--- src/rtl/gam_sample_feeder.sv ---
// Serial-to-vector sample assembler with a small sample FIFO feeding the GAM memory layer.
// Define GAM_FEEDER_LEN_CHECK_EN to check sample framing against in_last.
module gam_sample_feeder #(
    parameter int DIM    = 4,
    parameter int ELEM_W = 32,
    parameter int DEPTH  = 4
) (
    input  logic                           clk,
    input  logic                           rst,
    input  logic                           in_valid,
    output logic                           in_ready,
    input  logic [ELEM_W-1:0]              in_elem,
    input  logic                           in_last,
    input  logic [31:0]                    in_class,
    input  logic                           flush,
    output logic                           out_valid,
    input  logic                           out_ready,
    output logic [DIM-1:0][ELEM_W-1:0]     out_x,
    output logic [31:0]                    out_c,
    output logic [$clog2(DEPTH+1)-1:0]     count,
    output logic [15:0]                    sample_cnt,
    output logic                           err_len
);

    localparam int CW = $clog2(DEPTH + 1);
    localparam int PW = (DEPTH > 1) ? $clog2(DEPTH) : 1;
    localparam int EW = (DIM > 1) ? $clog2(DIM) : 1;

    typedef logic [DIM-1:0][ELEM_W-1:0] vec_t;

    logic [CW-1:0] count_q, count_d;
    logic [PW-1:0] wr_ptr_q, wr_ptr_d;
    logic [PW-1:0] rd_ptr_q, rd_ptr_d;
    logic [EW-1:0] elem_cnt_q, elem_cnt_d;
    logic [15:0]   sample_cnt_q, sample_cnt_d;
    vec_t          staging_q, staging_d;
    vec_t          fifo_x_q [DEPTH];
    vec_t          fifo_x_d [DEPTH];
    logic [31:0]   fifo_c_q [DEPTH];
    logic [31:0]   fifo_c_d [DEPTH];

    logic beat, pop, push, last_pos, frame_ok;
    vec_t push_vec;

    assign in_ready   = (count_q != CW'(DEPTH));
    assign out_valid  = (count_q != '0);
    assign out_x      = out_valid ? fifo_x_q[rd_ptr_q] : '0;
    assign out_c      = out_valid ? fifo_c_q[rd_ptr_q] : '0;
    assign count      = count_q;
    assign sample_cnt = sample_cnt_q;

    always_comb begin
        beat     = in_valid && in_ready && !flush;
        pop      = out_valid && out_ready && !flush;
        last_pos = (elem_cnt_q == EW'(DIM - 1));
`ifdef GAM_FEEDER_LEN_CHECK_EN
        frame_ok = (in_last == last_pos);
`else
        frame_ok = 1'b1;
`endif
        push     = beat && last_pos && frame_ok;
        push_vec = staging_q;
        push_vec[elem_cnt_q] = in_elem;
    end

    // Assembly counter and staging vector; a framing error restarts at element 0.
    always_comb begin
        elem_cnt_d = elem_cnt_q;
        staging_d  = staging_q;
        if (flush) begin
            elem_cnt_d = '0;
        end else if (beat) begin
            staging_d[elem_cnt_q] = in_elem;
            if (last_pos || !frame_ok) begin
                elem_cnt_d = '0;
            end else begin
                elem_cnt_d = elem_cnt_q + EW'(1);
            end
        end
    end

    always_comb begin
        wr_ptr_d     = wr_ptr_q;
        rd_ptr_d     = rd_ptr_q;
        count_d      = count_q;
        sample_cnt_d = sample_cnt_q;
        fifo_x_d     = fifo_x_q;
        fifo_c_d     = fifo_c_q;
        if (flush) begin
            wr_ptr_d = '0;
            rd_ptr_d = '0;
            count_d  = '0;
        end else begin
            if (push) begin
                fifo_x_d[wr_ptr_q] = push_vec;
                fifo_c_d[wr_ptr_q] = in_class;
                wr_ptr_d = (wr_ptr_q == PW'(DEPTH - 1)) ? '0 : wr_ptr_q + PW'(1);
            end
            if (pop) begin
                rd_ptr_d     = (rd_ptr_q == PW'(DEPTH - 1)) ? '0 : rd_ptr_q + PW'(1);
                sample_cnt_d = sample_cnt_q + 16'd1;
            end
            case ({push, pop})
                2'b10:   count_d = count_q + CW'(1);
                2'b01:   count_d = count_q - CW'(1);
                default: count_d = count_q;
            endcase
        end
    end

    always_ff @(posedge clk) begin
        if (rst) begin
            count_q      <= '0;
            wr_ptr_q     <= '0;
            rd_ptr_q     <= '0;
            elem_cnt_q   <= '0;
            sample_cnt_q <= '0;
        end else begin
            count_q      <= count_d;
            wr_ptr_q     <= wr_ptr_d;
            rd_ptr_q     <= rd_ptr_d;
            elem_cnt_q   <= elem_cnt_d;
            sample_cnt_q <= sample_cnt_d;
        end
    end

    // Storage is never read while empty, so it carries no reset.
    always_ff @(posedge clk) begin
        staging_q <= staging_d;
        fifo_x_q  <= fifo_x_d;
        fifo_c_q  <= fifo_c_d;
    end

`ifdef GAM_FEEDER_LEN_CHECK_EN
    logic err_len_q, err_len_d;

    always_comb begin
        err_len_d = beat && !frame_ok;
    end

    always_ff @(posedge clk) begin
        if (rst) begin
            err_len_q <= 1'b0;
        end else begin
            err_len_q <= err_len_d;
        end
    end

    assign err_len = err_len_q;
`else
    logic unused_in_last;
    assign unused_in_last = in_last;
    assign err_len        = 1'b0;
`endif

endmodule

--- config.mk ---
export PLATFORM = sky130hd
export DESIGN_NAME = gam_sample_feeder
export DESIGN_NICKNAME = d
export VERILOG_FILES = /design/src/rtl/gam_sample_feeder.sv
export SDC_FILE = /design/constraint.sdc
export NUM_CORES = 1
export LEC_CHECK = 0
export ABC_AREA = 1
export ABC_CLOCK_PERIOD_IN_PS = 12600
export BUFFER_PORTS_ARGS = -buffer_cell sky130_fd_sc_hd__buf_2
export CELL_PAD_IN_SITES_DETAIL_PLACEMENT = 2
export CELL_PAD_IN_SITES_GLOBAL_PLACEMENT = 2
export CORE_ASPECT_RATIO = 0.9
export CORE_MARGIN = 8
export CORE_UTILIZATION = 28
export CTS_CLUSTER_DIAMETER = 120
export CTS_CLUSTER_SIZE = 16
export DETAILED_ROUTE_END_ITERATION = 12
export PLACE_DENSITY_LB_ADDON = 0.1
export SETUP_SLACK_MARGIN = 0.3
export SLEW_MARGIN = 40
export SYNTH_ARGS = -nofsm -noshare
export SYNTH_HDL_FRONTEND = slang
export SYNTH_SLANG_ARGS = --single-unit
export TNS_END_PERCENT = 30
--- constraint.sdc ---
create_clock -name clk -period 12.6 [get_ports clk]
set_input_delay 0.63 -clock clk [delete_from_list [all_inputs] [get_ports clk]]
set_output_delay 0.63 -clock clk [all_outputs]
set_load 0.02 [all_outputs]
# Yosys cells after proc, flatten, opt, wreduce, memory -nomap -nowiden
# Cells that the tools add are included.
# totals
ff_bits	793
input_bits	70
out_inout_bits	182
elab_cells	84
# classes
n_addsub	6
order_cmp	5
eq_ne	6
mux	21
bitwise	3
reduce_logical	14
# ops
operator	count
$bwmux 512	1
$mux 128	4
$bmux 128 s2	1
$bwmux 128	2
$demux 128 s2	1
$mux 32	5
$demux 32 s2	2
$bmux 32 s2	1
$add 16x1->16 const B	1
$eq 2x2->1 const B	4
$logic_and 1x1->1	7
$add 2x1->2 const B	3
$ge 3x3->1 const B	2
$mux 2	3
$not 2->3	2
$pmux 3 s2	1
$reduce_and 2->1	3
$add 3x1->3 const B	1
$lt 2x3->1 const B	1
$lt 3x1->1 const B	1
$ne 3x3->1 const B	1
$reduce_bool 3->1	1
$sub 3x1->3 const B	1
$eq 2x1->1 const B	1
5 further kinds	5

# Longest topological paths before layout
# logic_depth
depth_word	6
ltp_mapped	14
mapped_depth_nobuf	13

# Worst setup path before layout
# No wires, ideal clock.
# synth_path
path_type	register -> register
from	register count_q[0] (netlist: count[0])
to	register fifo_c_q[0] in the netlist's numbering, enable pin
setup_ns	0.683
arrival_time_ns	7.672
t_required_ns	11.917
setup_slack_ns	4.245
path_stages_with_launch	5
path_buffers	0
synth_period_minus_slack_ns	8.355
cell_sequence	dfxtp_1 nor2_2 nand2_1 nand4_2 nor2_1
# synth_via
elab_chain_len	5
# synth_lines
element	line	source
from (decl)	31	logic [CW-1:0] count_q, count_d;
from (signal assigned)	119	count_q <= count_d;
$ne 3x3->1	45	assign in_ready = (count_q != CW'(DEPTH));
named net in_ready	11	output logic in_ready,
$logic_and 1x1->1 (2 in a row)	53	beat = in_valid && in_ready && !flush;
$logic_and 1x1->1	61	push = beat && last_pos && frame_ok;
$reduce_and 2->1 (no source line)	n/a	
to (signal assigned)	131	fifo_c_q <= fifo_c_d;
to (decl)	39	logic [31:0] fifo_c_q [DEPTH];
# The timed path passes the listed nets, and every way through them passes these cells.
# A chain may end at the register's enable or synchronous reset.

==> flow_summary.yaml <==
status:
  outcome: "finished, final reports clean"
detailed_routing:
  routed_wl_um: 100000
  vias: 19400
  wl_per_cell_um: 24.8
  vias_per_cell: 4.80
  drt-initial-drc-count: 860
  drc_errors: 0
  final_antenna_net_count: 0
  firstDrtPassIters: 4
cts:
  cts_resized: 0
  cts_buffers: 55
  cts_hold_buf: 0
  cts_setup_buffers: 0
  cts_tree: "done"
  worstSkewPairLatency_ns: 0.66
  h-tree-depth: 2
  clock_sinks: 793
  clockBufferDepth: 3
  root_buffer: "clkbuf_16"
  clk_pin_slew_ns: 0.08
synth:
  yosys_warnings: 0
  ys_seq_area_share_pct: 74.7
  yosysTopAreaCellShare_pct: 73.2
  syn-num-nets: 2447
  synth_top_area_cell: "edfxtp_1"
  syn_area_per_cell_sq_um: 13.3
  ys_seq_elements: 793
  ys_top_cells_by_area: "edfxtp_1 73%, nor2_1 8.1%, mux2_2 4.3%, o21ai_1 3.1%, a21oi_1 2.8%"
  syn-cell-area_sq_mm: 0.0315
  synth_cell_types: 29
  synthesis.instances: 2365
critical_path:
  cp_common_cell: "nor2_1"
  required_ns: 11.97
  cp_top_family: "buffers and inverters"
  crit_buf_inv: 4
  cp.depth: 8
  setup.worst_path.start: "rd_ptr_q[0]"
  rr_endpoint: "fifo_x_q[266]"
  cp-start-kind: "flop"
  arrival_ns: 3.63
  r2r_setup_slack_ns: 9.56
  crit_path_end_kind: "output pin"
  r2r_cells: 6
  regToRegStartpoint: "elem_cnt_q[0]"
  max_stage_delay_ns: 0.61
  slowest_stage: "buf_6"
  crit_end: "out_x[62]"
  critical_path.cell_chain: "buf_12 -> buf_16 -> buf_6 -> nor2_1 -> nor2_1 -> o21ai_1 -> a21oi_1 -> buf_2"
  cp_max_fo: 92
  crit_type: "flop to output pin"
global_route:
  top_usage_layer: "met2"
  first_global_vias: 21400
  grt_max_degree: 239
  grt_first_pass_wirelength_um: 147000
  gr-total-overflow: 0
  use_met2_pct: 27.6
  antenna_found_initial: 14
  met3_usage_pct: 2.68
  grtUsageMet1_pct: 20.9
  grt_usage_pct: 15.9
layout:
  fin_nets: 2641
  fill_cells: 11600
  postLayoutCellArea_sq_mm: 0.0358
  area_delta_synth_final_pct: 13.7
  drive_gt1_share_pct: 18.9
timing:
  setup_viol: 0
  slew_violations: 0
  post-route-period-util_pct: 33.8
  slew_headroom_pct: 45.7
  hold_viol_final: 0
  finClkSkew_ns: 0.0248
  rsz0062_at_grt: "no"
  min_period_ns: 4.26
  tightest_slew_ns: 0.815
  fmax_ghz: 0.235
  fin_setup_tns_ns: 0
worst_hold_path:
  hold_path_class: "input port to flop"
floorplanning:
  core-area_sq_mm: 0.111
  start_util_pct: 28.3
  die_y_um: 334
  core.rowCount: 116
  die_w_um: 370
  die-area_sq_mm: 0.124
  io_pins: 252
power_and_ir_drop:
  powerDensity_mw_per_mm2: 132
  peakVddDrop_mv: 0.0990
  leakage_uw: 0.0122
place:
  io_buffers: 249
  hpwl_um: 56900
  gp_congestion: 0.699
  placed_area_sq_mm: 0.0343
run:
  drv_cap: 0
[area by class of cell]
type,instances,area (sq um),area share (%)
diodes,2,5.00,0.0140
clock buffers,66,1470,4.10
clock inverters,2,27.5,0.0768
inverters,36,179,0.499
multi-input cells,1394,7080,19.7
flip-flops and latches,793,23600,65.8
well taps,1475,1850,5.15
repair buffers,279,1670,4.66
[power by group]
part           switching (uW)  total [uW]  internal [uW]
clock                     891        1710            815
combinational            84.0         120           36.0
sequential               4.63        2920           2910
[state kept, by name, summed over array words and instances (netlist names)]
| name | flops |
|---|---|
| fifo_c_q | 128 |
| wr_ptr_q | 2 |
| rd_ptr_q | 2 |
| staging_q | 128 |
| sample_cnt | 16 |
| elem_cnt_q | 2 |
| count | 3 |
| fifo_x_q | 512 |
[cells in the final DEF (no fill, tap or decap), types with 2 or more instances in the layout]
master,Yosys,layout
a21oi_1,176,176
buf_12,0,6
buf_16,0,4
buf_2,57,249
buf_4,15,8
buf_6,16,12
clkbuf_1,23,8
clkbuf_16,0,57
dfxtp_1,25,23
dfxtp_4,0,2
diode_2,0,2
edfxtp_1,768,768
ha_1,11,7
ha_2,0,2
ha_4,0,2
inv_1,31,30
inv_2,4,2
inv_6,0,2
mux2_1,7,7
mux2_2,121,121
nand2_1,44,44
nand2_2,4,4
nand3_1,13,13
nand4_1,2,2
nor2_1,679,675
nor2_4,2,6
o21ai_0,131,131
o21ai_1,198,198
[cells by family after synthesis]
logic type / after synthesis / synth area share [%]
compound gates: 506 / 8.04
fa+ha+maj: 12 / 0.500
buf+inv: 178 / 3.01
flops: 793 / 74.7
mux: 128 / 4.57
other cells: 1 / 0.0119
simple gates: 747 / 9.13
[layer usage]
layer	vias to the layer above	share of wire (%)	wire length, um
met5	-	0.0070	7
met4	2	1.6	1660
met3	94	3.9	3920
met2	279	49	49000
met1	10200	46	45900
li1	8785	-	-
[worst register-to-register path: cells and delay by family, from the launching register on]
kind / cells / cell delay [ns]
buffers and inverters: 3 / 1.34
and+or+nand+nor: 2 / 0.58
DFF: 1 / 0.45
adders and majority gates: 1 / 0.24
[per-stage QoR]
step           total power (uW)  setup WS [ns]  hold slack [ns]  util (%)  cells
6_report                   4740           8.34            0.189      32.2   4047
2_1_floorplan              3040           4.24            0.494         -   2365
4_1_cts                    4830           8.11            0.115      32.2   4045
5_1_grt                    4920           8.07            0.137      32.2   4045
3_3_place_gp               3090           8.73            0.520      30.6   3971
3_5_place_dp               3100           8.86            0.535      30.8   3977
[synthesized netlist by cell type]
cell,instances
inv_4,1
buf_6,16
nor2_4,2
nand2_2,4
buf_2,57
clkbuf_2,24
buf_1,7
nor2_1,679
nand3_1,13
fa_1,1
inv_2,4
o21ai_1,198
nor2_8,1
inv_1,31
mux2_1,7
ha_1,11
clkbuf_1,23
nand4_1,2
o21bai_1,1
nand2_1,44
conb_1,1
mux2_2,121
nor2_2,1
edfxtp_1,768
a21oi_1,176
nand4_2,1
buf_4,15
o21ai_0,131
dfxtp_1,25
[worst min-delay path by stage]
stage | start | to | slack, ns | cells past startpoint
3_3_place_gp | sample_cnt[1] | sample_cnt[1] | 0.52 | 2
5_1_grt | in_class[0] | fifo_c_q[96] | 0.14 | 1
4_1_cts | in_class[12] | fifo_c_q[76] | 0.12 | 1
3_5_place_dp | sample_cnt[3] | sample_cnt[3] | 0.54 | 2
6_report | in_class[6] | fifo_c_q[38] | 0.19 | 1
2_1_floorplan | elem_cnt_q[1] | elem_cnt_q[1] | 0.49 | 2
Power figures use the tool's default switching activity.
